**config.mk**
```make
export PLATFORM = sky130hd
export DESIGN_NAME = wb_regfile
export DESIGN_NICKNAME = d
export VERILOG_FILES = /design/src/rtl/wb_regfile.sv
export SDC_FILE = /design/constraint.sdc
export NUM_CORES = 2
export LEC_CHECK = 0
export CELL_PAD_IN_SITES_DETAIL_PLACEMENT = 0
export CELL_PAD_IN_SITES_GLOBAL_PLACEMENT = 2
export CORE_MARGIN = 10
export CORE_UTILIZATION = 41
export DETAILED_ROUTE_END_ITERATION = 16
export GPL_ROUTABILITY_DRIVEN = 0
export PLACE_DENSITY_LB_ADDON = 0.1
export SYNTH_ARGS = -nofsm -noshare
export SYNTH_HDL_FRONTEND = slang
export SYNTH_SLANG_ARGS = --single-unit
export TNS_END_PERCENT = 10
```
**constraint.sdc**
```tcl
create_clock -name clk -period 5 [get_ports clk]
set_input_delay 1 -clock clk [delete_from_list [all_inputs] [get_ports clk]]
set_output_delay 1 -clock clk [all_outputs]
set_load 0.01 [all_outputs]
```
**src/rtl/wb_regfile.sv**
```systemverilog
// Write-back commit target: 32-entry GPR file with two bypassed read ports for
// decode, plus the HI/LO special registers (registered view only, no bypass).
module wb_regfile #(
  parameter int DATA_W   = 32,
  parameter int ADDR_W   = 5,
  parameter int NUM_REGS = 32
) (
  input  logic              clk,
  input  logic              rst,
  input  logic              we,
  input  logic [ADDR_W-1:0] waddr,
  input  logic [DATA_W-1:0] wdata,
  input  logic              re1,
  input  logic [ADDR_W-1:0] raddr1,
  output logic [DATA_W-1:0] rdata1,
  input  logic              re2,
  input  logic [ADDR_W-1:0] raddr2,
  output logic [DATA_W-1:0] rdata2,
  input  logic              whilo,
  input  logic [DATA_W-1:0] hi_i,
  input  logic [DATA_W-1:0] lo_i,
  output logic [DATA_W-1:0] hi_o,
  output logic [DATA_W-1:0] lo_o
);

  logic [DATA_W-1:0] regs_q [NUM_REGS];
  logic [DATA_W-1:0] regs_d [NUM_REGS];
  logic [DATA_W-1:0] hi_q, hi_d;
  logic [DATA_W-1:0] lo_q, lo_d;

  logic wr_en;
  assign wr_en = we && (waddr != '0);

  always_comb begin
    regs_d = regs_q;
    if (wr_en && (32'(waddr) < NUM_REGS)) regs_d[waddr] = wdata;
    regs_d[0] = '0;
    if (rst) begin
      for (int i = 0; i < NUM_REGS; i++) regs_d[i] = '0;
    end
  end

  always_comb begin
    hi_d = hi_q;
    lo_d = lo_q;
    if (rst) begin
      hi_d = '0;
      lo_d = '0;
    end else if (whilo) begin
      hi_d = hi_i;
      lo_d = lo_i;
    end
  end

  always_ff @(posedge clk) begin
    regs_q <= regs_d;
    hi_q   <= hi_d;
    lo_q   <= lo_d;
  end

  // Read priority: reset, disable, r0, same-cycle bypass, then storage.
  // Addresses past NUM_REGS read zero so the path never resolves to X.
  always_comb begin
    rdata1 = '0;
    if (!rst && re1 && (raddr1 != '0)) begin
      if (we && (waddr == raddr1))       rdata1 = wdata;
      else if (32'(raddr1) < NUM_REGS)   rdata1 = regs_q[raddr1];
    end
  end

  always_comb begin
    rdata2 = '0;
    if (!rst && re2 && (raddr2 != '0)) begin
      if (we && (waddr == raddr2))       rdata2 = wdata;
      else if (32'(raddr2) < NUM_REGS)   rdata2 = regs_q[raddr2];
    end
  end

  assign hi_o = rst ? '0 : hi_q;
  assign lo_o = rst ? '0 : lo_q;

endmodule

```
# --- Word level (Yosys, flattened, before mapping) ---
# Index checks and enable logic that the tools add are counted.
word_totals:
  ff_bits: 1056
  input_bits: 117
  output_inout_bits: 128
  wordCells: 69
op_classes:
  order_cmp: 4
  eq_ne: 2
  mux: 15
  bitwise_logic: 3
  n_reduce_logical: 12
ops:
  columns: ["op", "count"]
  rows:
  - ["bitwise mux 1024 bit", 1]
  - ["two-way mux 32 bit", 11]
  - ["binary-select mux 32 bit (select 5 bit)", 2]
  - ["demux 32 bit (select 5 bit)", 1]
  - ["greater-or-equal comparator 6 bit (second input constant)", 3]
  - ["inverter 5 -> 6 bit", 3]
  - ["nonzero test 5 bit", 3]
  - ["equality test 5 bit", 2]
  - ["logical AND 1 bit", 8]
  - ["< comparator 6 x 1 -> 1 bit (second input constant)", 1]
  - ["logical NOT 1 bit", 1]

# --- Depth between registers and ports, before layout ---
depth:
  depth_word: 6
  depth_mapped: 11

# --- Worst setup path before layout ---
# OpenSTA, ideal clock, no wires.
synth_path:
  path_kind: "input to output"
  start: "input raddr1[1]"
  end: "output rdata1[16]"
  t_arrival_ns: 2.680
  t_required_ns: 4.000
  slack_ns: 1.320
  path_stages: 6
  n_path_buf: 3
  path_cell_list: "buf_2 buf_2 buf_1 mux4_2 a221o_1 a221o_1"
synth_between:
  elab_chain_len: 6
  elab_cells_between_ends: 10
synth_rtl:
  columns: ["element", "line", "rtl"]
  rows:
  - ["start, declared", "14", "input logic [ADDR_W-1:0] raddr1,"]
  - ["inverter 5 -> 6 bit (not written as such)", "67", "else if (32'(raddr1) < NUM_REGS) rdata1 = regs_q[raddr1];"]
  - ["binary-select mux 32 bit (select 5 bit)", "67", null]
  - ["two-way mux 32 bit (not written as such) (2 in series)", "67", null]
  - ["two-way mux 32 bit", "66", "if (we && (waddr == raddr1)) rdata1 = wdata;"]
  - ["two-way mux 32 bit (*)", "65", "if (!rst && re1 && (raddr1 != '0)) begin"]
  - ["end, declared", "15", "output logic [DATA_W-1:0] rdata1,"]
# Every way passes the cells marked *; elsewhere a longest branch is shown, timed or not. The select of a mux whose other input is x is not followed.

# --- Worst setup path in the final report ---
layout_path:
  start: "input raddr2[3]"
  end: "output rdata2[16]"
layout_between:
  elab_chain_len: 6
  elab_cells_between_ends: 10
layout_rtl:
  columns: ["element", "line", "rtl"]
  rows:
  - ["start, declared", "17", "input logic [ADDR_W-1:0] raddr2,"]
  - ["inverter 5 -> 6 bit (not written as such)", "75", "else if (32'(raddr2) < NUM_REGS) rdata2 = regs_q[raddr2];"]
  - ["binary-select mux 32 bit (select 5 bit)", "75", null]
  - ["two-way mux 32 bit (not written as such) (2 in series)", "75", null]
  - ["two-way mux 32 bit", "74", "if (we && (waddr == raddr2)) rdata2 = wdata;"]
  - ["two-way mux 32 bit (*)", "73", "if (!rst && re2 && (raddr2 != '0)) begin"]
  - ["end, declared", "18", "output logic [DATA_W-1:0] rdata2,"]
# Marked as above.

==> flow_summary.yaml <==
route:
  finalWirelength_mm: 255.8
  vias: 50730
  via_per_inst: 6.176
  wire_per_inst_um: 31.13
  drcViolationCount: 0
  dr.pass1.iters: 6
  drtIter0Drc: 7373
  ant_nets: 0
yosys:
  ys_warn_count: 0
  yosysSeqAreaShare_pct: 38.96
  synth_edf_count: 0
  synth_nets: 6409
  async_flop_share_pct: 0
  synth_area_um2: 54260
  avgSynthCellArea_um2: 8.624
  ys_seq_elements: 1056
  syn_inst: 6292
  synth_cell_type_count: 64
  dominantRegCellSynth: "dfxtp_1"
sta:
  fin_crit_sh_pct: 103.7
  fin_skew_ns: 0
  finalSetupViolations: 15
  rsz0062_at_grt: "yes"
  period_needed_ns: 5.184
  fmax_mhz: 192.9
  slew_violations: 0
  slew_headroom_pct: 21.58
  worst_slack_ns: -0.1838
  tightest_slew_ns: 1.176
  hold_violations: 0
placed_design:
  place_area_um2: 59630
  portBuffers: 244
  placed_cells: 7990
  dp_hpwl_mm: 157.0
clock_tree:
  numClockSinks: 1056
  cts_buffer_depth: 3
  clock_tree.root_cell: "clkbuf_16"
  postCtsSetupRepairBufs: 0
  htreeDepth: 3
  clkLatencyLatePin_ns: 0.74
  cts_tree: "yes"
  path_clk_slew_ns: 0.06
  cts_buffers: 121
min_path:
  min-delay-start: "regs_q[298]"
  hp-class: "register to register"
  min_delay_path_depth: 2
worst_setup_path:
  crit_arrival_ns: 4.18
  reg2reg_from: "regs_q[946]"
  worst-path-max-fanout: 7
  critPathRequiredTime_ns: 4.00
  start_kind: "input pin"
  reg2reg_depth: 2
  crit_type: "input pin to primary output"
  end_kind: "primary output"
  worstSetupStartpoint: "raddr2[3]"
grt:
  grt_pass1_vias: 47350
  grt.overflow.total: 0
  grt_pass1_wl_mm: 360.2
  antenna_found_initial: 19
  grt_max_degree: 173
  grt.total_usage_pct: 33.38
floorplanning:
  die_h_um: 383.8
  placementRows: 133
  die_w_um: 383.8
  core_um2: 131500
  boundaryPins: 245
  dieArea_um2: 147300
  start_util_pct: 41.27
power:
  powerDensity_nw_per_um2: 313.4
  switchingPower_uw: 5268
  pwr-share-seq_pct: 42.8
  internal_power_uw: 14740
  ir_drop_v: 0.0002486
  p_comb_share_pct: 10.4
  pwr-share-clk_pct: 46.8
  sw_frac_of_total_pct: 26.33
  leakagePower_uw: 0.02118
outcome:
  violations: "negative setup slack"
  status: "finished with violations"
run:
  max_cap_violations: 0
cells_and_area:
  syn_to_final_growth_pct: 17.68
  stdcell_count: 8215
  final_nets: 6475
  final_common_cell: "nand2_1"
  layout_common_cells: "nand2_1, dfxtp_1, a21oi_1, mux4_2, buf_4"
  final_cell_area_um2: 63860
  drive_above_1_share_pct: 18.10
registers in the layout, summed over array words and instances, names as in the netlist:
signal / count
regs_q: 992
hi_q: 32
lo_q: 32
timing repair:
action,in CTS,in global routing
pin swaps,0,1
gates resized for setup,6,15
hold buffers,0,0
gates cloned,0,0
setup endpoints to repair,12,21
path summary, 6_finish.rpt:
kind,slack (ns),endpoint
setup reg to reg,4.30,regs_q[946]
hold reg to reg,0.46,regs_q[298]
hold / removal,0.46,regs_q[298]
setup / recovery,-0.18,rdata2[16]
critical path, stage by stage:
cell	delay, ns
clkdlybuf4s50_1	0.64
buf_4	0.30
nand2_1	0.49
o22ai_1	0.34
a211oi_1	0.64
buf_4	0.24
clkdlybuf4s50_1	0.53
cells in the mapped netlist (4+ instances only):
cell type	count	area (um2)
nand2_1	2079	7804
dfxtp_1	1056	21140
a21oi_1	1015	5080
clkbuf_1	456	1712
mux4_2	391	8806
mux2i_1	208	2082
nor2_1	164	615.6
buf_2	117	585.6
a221oi_1	103	902.1
nor2b_1	91	569.3
mux2_2	87	979.7
o21ai_0	59	295.3
a22oi_1	43	322.8
o221ai_1	40	350.3
nor3_1	39	195.2
a221o_1	34	340.3
buf_6	27	304.0
nand3_1	27	135.1
a22o_1	26	227.7
buf_1	26	97.59
buf_4	25	187.7
a31oi_1	19	118.9
o211ai_1	18	135.1
clkbuf_2	13	65.06
mux2_4	11	165.2
nor4_1	10	62.56
o2111a_1	9	101.4
buf_8	8	120.1
inv_1	8	30.03
o22ai_1	7	43.79
xnor2_1	7	61.31
a221oi_2	6	90.09
a2111oi_0	5	43.79
nor3b_1	5	37.54
or2_2	5	31.28
and2_1	4	25.02
o311ai_0	4	35.03
power groups by stage:
stage                     Combinational [uW]  Clock [uW]  Sequential, uW
after floorplan                         1100           0            8720
after CTS                               2030        9460            8560
after global placement                  2020           0            8740
after detailed placement                2020           0            8740
final                                   2080        9380            8560
after global routing                    2140        9770            8570
layer usage:
| layer | global-route usage [%] | wire (um) | part of all wire, % | vias up |
|---|---|---|---|---|
| met5 | 0 | 85 | 0.033 | - |
| met4 | 12.71 | 11050 | 4.3 | 12 |
| met3 | 8.954 | 29550 | 12 | 559 |
| met2 | 49.80 | 110500 | 43 | 2958 |
| met1 | 45.88 | 104600 | 41 | 25100 |
| li1 | - | - | - | 22110 |
area by class of cell:
class / instances / area (um2)
repair buffers: 616 / 5914
well taps: 1755 / 2196
fillers: 12540 / 67610
clock buffers: 191 / 3655
multi-input cells: 4553 / 30450
flip-flops and latches: 1056 / 21140
clock inverters: 32 / 456.7
diodes: 2 / 5.005
inverters: 10 / 37.54
cell families after synthesis:
family,Yosys count,share of synthesized area (%)
multiplexers,700,22.29
AO/OA/AOI/OAI,1399,15.09
flip-flops,1056,38.96
XOR/XNOR,10,0.1614
AND/OR/NAND/NOR,2444,17.72
buffers and inverters,683,5.767
stage by stage:
step | hold WS [ns] | TNS [ns] | worst slack (ns) | util, % | total power [uW]
floorplan | 0.4411 | 0 | 1.320 | - | 9823
global placement | 0.4488 | -1.054 | -0.2230 | 45.36 | 10760
detailed placement | 0.4561 | -0.7693 | -0.2025 | 45.36 | 10760
CTS | 0.4642 | -0.2371 | -0.06364 | 48.51 | 20050
global route | 0.4747 | -0.3373 | -0.1076 | 48.57 | 20480
finish | 0.4647 | -0.8831 | -0.1838 | 48.57 | 20010
No activity file was read; power rests on OpenSTA's default activity.
